==> src/rtl/tank_vga_timing.sv <==
// VGA raster timing generator: pixel/line counters, sync and blank decode,
// frame/line markers, and delayed sync/blank copies for the pixel pipeline.
module tank_vga_timing #(
    parameter int unsigned H_VISIBLE  = 640,
    parameter int unsigned H_FRONT    = 16,
    parameter int unsigned H_SYNC     = 96,
    parameter int unsigned H_BACK     = 48,
    parameter int unsigned V_VISIBLE  = 480,
    parameter int unsigned V_FRONT    = 10,
    parameter int unsigned V_SYNC     = 2,
    parameter int unsigned V_BACK     = 33,
    parameter int unsigned PIPE_DELAY = 2
) (
    input  logic        vga_clk,
    input  logic        reset,
    output logic [9:0]  DrawX,
    output logic [9:0]  DrawY,
    output logic        blank,
    output logic        hs,
    output logic        vs,
    output logic        hs_pipe,
    output logic        vs_pipe,
    output logic        blank_pipe,
    output logic        frame_start,
    output logic        line_start,
    output logic [15:0] frame_count
);

    localparam int unsigned H_TOTAL = H_VISIBLE + H_FRONT + H_SYNC + H_BACK;
    localparam int unsigned V_TOTAL = V_VISIBLE + V_FRONT + V_SYNC + V_BACK;

    localparam logic [9:0] H_LAST   = 10'(H_TOTAL - 1);
    localparam logic [9:0] V_LAST   = 10'(V_TOTAL - 1);
    localparam logic [9:0] H_VIS    = 10'(H_VISIBLE);
    localparam logic [9:0] V_VIS    = 10'(V_VISIBLE);
    localparam logic [9:0] HS_START = 10'(H_VISIBLE + H_FRONT);
    localparam logic [9:0] HS_END   = 10'(H_VISIBLE + H_FRONT + H_SYNC);
    localparam logic [9:0] VS_START = 10'(V_VISIBLE + V_FRONT);
    localparam logic [9:0] VS_END   = 10'(V_VISIBLE + V_FRONT + V_SYNC);

    logic [9:0] next_x;
    logic [9:0] next_y;
    logic       x_wrap;
    logic       frame_wrap;

    always_comb begin
        x_wrap     = (DrawX == H_LAST);
        frame_wrap = x_wrap && (DrawY == V_LAST);
        next_x     = x_wrap ? '0 : DrawX + 10'd1;
        next_y     = DrawY;
        if (x_wrap) begin
            next_y = (DrawY == V_LAST) ? '0 : DrawY + 10'd1;
        end
    end

    // Decode from the next-state counters so the registered flags line up
    // with the registered DrawX/DrawY they describe.
    always_ff @(posedge vga_clk) begin
        if (reset) begin
            DrawX       <= '0;
            DrawY       <= '0;
            blank       <= 1'b1;
            hs          <= 1'b1;
            vs          <= 1'b1;
            frame_start <= 1'b0;
            line_start  <= 1'b0;
            frame_count <= '0;
        end else begin
            DrawX       <= next_x;
            DrawY       <= next_y;
            blank       <= (next_x < H_VIS) && (next_y < V_VIS);
            hs          <= !((next_x >= HS_START) && (next_x < HS_END));
            vs          <= !((next_y >= VS_START) && (next_y < VS_END));
            line_start  <= x_wrap;
            frame_start <= frame_wrap;
            if (frame_wrap) begin
                frame_count <= frame_count + 16'd1;
            end
        end
    end

    generate
        if (PIPE_DELAY == 0) begin : g_no_pipe
            assign hs_pipe    = hs;
            assign vs_pipe    = vs;
            assign blank_pipe = blank;
        end else begin : g_pipe
            logic [PIPE_DELAY-1:0] hs_sr;
            logic [PIPE_DELAY-1:0] vs_sr;
            logic [PIPE_DELAY-1:0] blank_sr;
            logic [PIPE_DELAY:0]   hs_cat;
            logic [PIPE_DELAY:0]   vs_cat;
            logic [PIPE_DELAY:0]   blank_cat;

            // Append the live value below the stages; dropping the top bit
            // shifts by one and works for a single-stage pipe too.
            assign hs_cat    = {hs_sr, hs};
            assign vs_cat    = {vs_sr, vs};
            assign blank_cat = {blank_sr, blank};

            always_ff @(posedge vga_clk) begin
                if (reset) begin
                    hs_sr    <= '1;
                    vs_sr    <= '1;
                    blank_sr <= '0;
                end else begin
                    hs_sr    <= hs_cat[PIPE_DELAY-1:0];
                    vs_sr    <= vs_cat[PIPE_DELAY-1:0];
                    blank_sr <= blank_cat[PIPE_DELAY-1:0];
                end
            end

            assign hs_pipe    = hs_sr[PIPE_DELAY-1];
            assign vs_pipe    = vs_sr[PIPE_DELAY-1];
            assign blank_pipe = blank_sr[PIPE_DELAY-1];
        end
    endgenerate

endmodule

==> config.mk <==
export PLATFORM = sky130hd
export DESIGN_NAME = tank_vga_timing
export DESIGN_NICKNAME = d
export VERILOG_FILES = /design/src/rtl/tank_vga_timing.sv
export SDC_FILE = /design/constraint.sdc
export NUM_CORES = 1
export LEC_CHECK = 0
export CAP_MARGIN = 20
export CORE_UTILIZATION = 51
export CTS_CLUSTER_DIAMETER = 120
export CTS_CLUSTER_SIZE = 30
export DETAILED_ROUTE_END_ITERATION = 8
export PLACE_DENSITY = 0.91
export SLEW_MARGIN = 20
export SYNTH_ARGS = -nofsm -noshare
export SYNTH_HDL_FRONTEND = slang
export SYNTH_SLANG_ARGS = --single-unit
==> constraint.sdc <==
create_clock -name vga_clk -period 2.7 [get_ports vga_clk]
set_input_delay 0.54 -clock vga_clk [delete_from_list [all_inputs] [get_ports vga_clk]]
set_output_delay 0.54 -clock vga_clk [all_outputs]
set_load 0.1 [all_outputs]
==> results of run 1 <==
[flip-flops by register name, summed over array words and instances (netlist names)]
name,count
vs,1
g_pipe.vs_sr,2
frame_start,1
DrawX,10
frame_count,16
g_pipe.blank_sr,2
DrawY,10
line_start,1
hs,1
g_pipe.hs_sr,2
blank,1
[cell usage after synthesis (2+ instances only)]
cell type  count
dfxtp_1       47
nor2_1        29
nand3_1       14
xor2_1        13
nand4_1       12
nand2_1       10
nor2b_1        9
xnor2_1        9
a21oi_1        8
o21ai_0        8
and3_1         7
nor3_1         7
or3_1          7
buf_2          6
and2_1         5
clkbuf_1       5
inv_1          5
or2_2          5
ha_1           4
a21o_1         2
mux2i_1        2
nand3b_1       2
nor4_4         2
[metrics by stage]
step / utilization [%] / setup WS (ns) / hold slack (ns) / std cells
6_report: 65.89 / 0.4241 / 0.4163 / 339
5_1_grt: 65.89 / 0.2885 / 0.4314 / 339
4_1_cts: 65.89 / 0.4292 / 0.4185 / 339
3_5_place_dp: 63.29 / 0.4414 / 0.3979 / 332
3_3_place_gp: 63.29 / 0.5388 / 0.3937 / 332
2_1_floorplan: - / 0.1172 / 0.3895 / 246
[area by class of cell]
type	count	area share, %
clock inverter	2	1.394
tap	50	2.323
multi-input combinational	181	44.24
inverter	5	0.6970
clock buffer	5	2.556
sequential	47	35.04
timing repair buffer	49	13.75
[cell families after synthesis]
logic type               Yosys count  share of synthesized area, %
AND/OR/NAND/NOR                  123                         33.05
flip-flops                        47                         42.41
AO/OA/AOI/OAI                     29                         8.292
XOR/XNOR                          22                         8.686
buffers and inverters             18                         3.892
adder cells (fa/ha/maj)            4                         2.256
multiplexers                       3                         1.410
[per-layer routing]
metal	up-vias	wire [microns]	global-route usage, %
li1	946	-	-
met1	877	2168	27.64
met2	36	2118	34.80
met3	5	212	6.000
met4	0	64	9.375
met5	-	0	0
[power groups by stage]
stage,registers [uW],logic (uW),clock network (uW)
2_1_floorplan,754,16.8,0
3_3_place_gp,721,63.6,0
3_5_place_dp,722,63.7,0
4_1_cts,705,63.8,515
5_1_grt,707,67.5,538
6_report,705,63.7,503
[worst paths after layout]
path | slack, ns | start | end | depth (start not counted)
setup reg to reg | 0.42 | DrawX[0] | vs | 7
setup / recovery | 0.42 | DrawX[0] | vs | 7
hold / removal | 0.42 | g_pipe.vs_sr[0] | g_pipe.vs_sr[1] | 1
hold reg to reg | 0.42 | g_pipe.vs_sr[0] | g_pipe.vs_sr[1] | 1
[worst max-delay path: stages (launching register included)]
cell	delay, ns
dfxtp_2	0.36
ha_1	0.25
and4_2	0.29
and3_1	0.24
buf_4	0.21
a21o_1	0.28
nor4_2	0.36
o2111ai_1	0.17
==> reports/metrics.yaml, run 1 <==
final_antenna_net_count: 0
syn_inst: 246
setup.worst_path.end_class: "flop"
synth_edf_count: 0
cts_tree: "done"
wl_mm: 4.563
grt_usage_pct: 21.91
setup_viol: 0
hold_violations: 0
drt_first_pass_iters: 4
tns_ns: 0
max-slew-margin-rel_pct: 55.60
rsz0062_at_grt: "no"
fp.dieW_microns: 67.95
syn_to_final_growth_pct: 21.38
fin_crit_ns: 2.276
grt_pass1_wl_mm: 7.527
critPathKind: "flop to flop"
drive_above_1_share_pct: 25.61
finalClockSkew_ns: 0.01009
wl_per_cell_microns: 13.46
clock_path_buffers: 2
cap_violations: 0
grt_pass1_vias: 1693
comb_power_share_pct: 5.0
grt_remaining_overflow: 0
yosysTopAreaCell: "dfxtp_1"
seq_area_sq_um: 943.4
core_sq_mm: 0.004086
min_path_type: "flop to flop"
synth_area_sq_mm: 0.002218
synth_area_leaders: "dfxtp_1, xor2_1, nor2_1"
cts_setup_buffers: 0
post_cts_resized: 0
post-route-cell-area_sq_mm: 0.002693
async_reset_ff_share_pct: 0
n_antenna_cell: 0
power_density_mw_per_mm2: 472.5
synth_top_area_share_pct: 42.41
die_area_sq_mm: 0.004617
status: "finished clean"
slew_viol_final: 0
die-height_microns: 67.95
swShare_pct: 22.72
postCtsHoldBufs: 0
tightest_slew_ns: 0.6610
cts_sinks: 47
crit_arrival_ns: 2.45
io_buffer_count: 45
path_clk_slew_ns: 0.09
p_int_uw: 983.2
antenna_found_initial: 0
ys_seq_area_share_pct: 42.41
ys_types: 51
nNetsFinal: 295
multiInputGateArea_sq_mm: 0.001191
clk_latency_ns: 0.31
nFillCells: 360
start_util_pct: 54.29
layout_common_cells: "buf_4, dfxtp_1, nor2_1, nand3_1, xor2_1"
syn-num-nets: 252
path_max_fanout: 10
ys_dominant_reg_cell: "dfxtp_1"
power.switching_uw: 289.0
root_buffer: "clkbuf_8"
max_freq_mhz: 439.4
drc_errors: 0
crit_required_ns: 2.88
syn_avg_cell_area_sq_um: 9.018
place.detailed.hpwl_mm: 3.354
grt_max_degree: 18
ys_ff_latch: 47
cts_buffers: 5
htree_levels: 2
p_total_uw: 1272
fin_crit_sh_pct: 84.29
gp_congestion: 0.8750
layout_commonest_cell: "buf_4"
pwr-share-clk_pct: 39.6
ioPinCount: 46
leakagePower_uw: 0.001062
viasPerCell: 5.499
ir_drop_mv: 0.3966
rows: 23
vias: 1864
drt_iter0_drc: 125
dpl_cell_area_sq_mm: 0.002586
startpoint_type: "flop"
ys.warnings.count: 0
p_seq_share_pct: 55.4
(Power assumes the default switching activity.)
==> run 2: changes to the inputs <==
Clock period 2.7 ns to 2.2 ns, I/O delays scaled along.
==> reports/metrics.yaml, run 2 (same netlist as run 1, synthesis figures left out) <==
htree_levels: 2  # unchanged
postCtsHoldBufs: 0  # unchanged
leakagePower_uw: 0.001106  # +4.2%
syn_to_final_growth_pct: 25.10
hold_violations: 0  # unchanged
grt_usage_pct: 23.84  # +1.9 points
post-route-cell-area_sq_mm: 0.002775  # +3.1%
vias: 1909  # +2.4%
startpoint_type: "flop"
drt_first_pass_iters: 4  # unchanged
place.detailed.hpwl_mm: 3.608  # +7.5%
holdPathStages: 1  # unchanged
n_antenna_cell: 0  # unchanged
dr_wl_met3_microns: 233  # +9.9%
setup_viol: 0  # unchanged
gp_congestion: 0.8056  # -7.9%
cts_sinks: 47  # unchanged
root_buffer: "clkbuf_8"
fin_util_pct: 67.91  # +2.0 points
wl_met2_mm: 2.408  # +14%
crit_required_ns: 2.41  # -0.47 ns
drt-met1-wl_mm: 2.241  # +3.4%
ir_drop_mv: 0.4033  # +1.7%
crit_arrival_ns: 2.26  # -0.19 ns
start_util_pct: 54.29  # unchanged
critPathKind: "flop to flop"
core_sq_mm: 0.004086  # unchanged
nNetsFinal: 299  # +1.4%
grt_max_degree: 26  # +8
layout_common_cells: "buf_4, nor2_1, dfxtp_1, dfxtp_2, nand3_1"
grt_pass1_vias: 1724  # +1.8%
tightest_slew_ns: 0.3364  # -0.3245 ns
setup.worst_path.end_class: "flop"
drive_above_1_share_pct: 34.35  # +8.7 points
ff2ff_path_depth: 6  # -1
cts_tree: "done"
max_freq_mhz: 486.6  # +11%
cap_violations: 0  # unchanged
status: "finished clean"
dpl_cell_area_sq_mm: 0.002653  # +2.6%
drt_iter0_drc: 159  # +27%
cts_buffers: 5  # unchanged
fin_crit_ns: 2.055  # -0.2209 ns
fp.dieW_microns: 67.95  # unchanged
grt_remaining_overflow: 0  # unchanged
rsz0062_at_grt: "no"
path_max_fanout: 6  # -4
layout_commonest_cell: "buf_4"
die-height_microns: 67.95  # unchanged
rows: 23  # unchanged
p_total_uw: 1613  # +27%
path_clk_slew_ns: 0.09  # about the same
viasPerCell: 5.549  # +0.93%
wl_per_cell_microns: 14.44  # +7.3%
largest_register: "frame_count"
tns_ns: 0  # unchanged
power_density_mw_per_mm2: 581.2  # +23%
antenna_found_initial: 0  # unchanged
wl_mm: 4.966  # +8.8%
final_antenna_net_count: 0  # unchanged
max-slew-margin-rel_pct: 77.49  # +22 points
ioPinCount: 46  # unchanged
drc_errors: 0  # unchanged
min_path_type: "flop to flop"
largest_reg_flops: 16  # unchanged
reg_top3: "frame_count x16, DrawX x10, DrawY x10"
clk_latency_ns: 0.31  # about the same
finalClockSkew_ns: 0.009883  # -0.0002079 ns
io_buffer_count: 45  # unchanged
die_area_sq_mm: 0.004617  # unchanged
top_layer: "met4"
slew_viol_final: 0  # unchanged
clock_path_buffers: 2  # unchanged
fin_crit_sh_pct: 93.41  # +9.1 points
grt_pass1_wl_mm: 8.135  # +8.1%
## run 2: cell count changes in the layout (fill, tap and decap cells not counted)
cell        change
dfxtp_4         +4
dfxtp_2        +17
inv_6           +1
buf_4           +4
clkinvlp_4      -1
and3_1          -1
clkbuf_8        +1
and3_2          +1
dfxtp_1        -21
## run 2: what timing repair did
action | 4_1_cts | 5_1_grt
gates resized for setup | 0 | 1
setup buffers | 0 | 0
setup endpoints to repair | 0 | 5
## run 2: worst max-delay path, cell delays in order, from the launching register on
cell	delay, ns
dfxtp_4	0.39
ha_1	0.16
and4_2	0.30
nand4_1	0.17
or4_4	0.52
and2_4	0.18
a211oi_1	0.24
## run 2: layer usage
layer	global-route usage, %	vias up
met1	30.23	896
met4	8.594	0
li1	-	955
met3	5.833	8
met5	0	-
met2	38.97	50
## run 2: report_power, final
group	switching, uW	internal (uW)
clock network	295	374
logic	61.5	19.6
registers	8.57	854
total	366	1250
## run 2: path summary, 6_finish.rpt
| kind | to | slack (ns) | from |
|---|---|---|---|
| hold reg to reg | g_pipe.vs_sr[1] | 0.42 | g_pipe.vs_sr[0] |
| setup / recovery | blank | 0.14 | DrawX[1] |
| hold / removal | g_pipe.vs_sr[1] | 0.42 | g_pipe.vs_sr[0] |
| setup reg to reg | blank | 0.14 | DrawX[1] |
## run 2: through the flow
| stage | cells | hold slack (ns) | setup WS, ns |
|---|---|---|---|
| 2_1_floorplan | 246 | 0.3895 | 0.0002347 |
| 5_1_grt | 344 | 0.4357 | 0.01875 |
| 4_1_cts | 344 | 0.4211 | 0.09978 |
| 3_3_place_gp | 336 | 0.3914 | 0.1920 |
| 3_5_place_dp | 336 | 0.4009 | 0.1370 |
| 6_report | 344 | 0.4165 | 0.1450 |
## run 2: final cells by class
cell class	count	area [sq um]
fill	329	1311
multi-input combinational	181	1192
sequential	47	979.7
timing repair buffer	53	400.4
clock buffer	6	82.58
tap	50	62.56
clock inverter	2	38.79
inverter	5	18.77
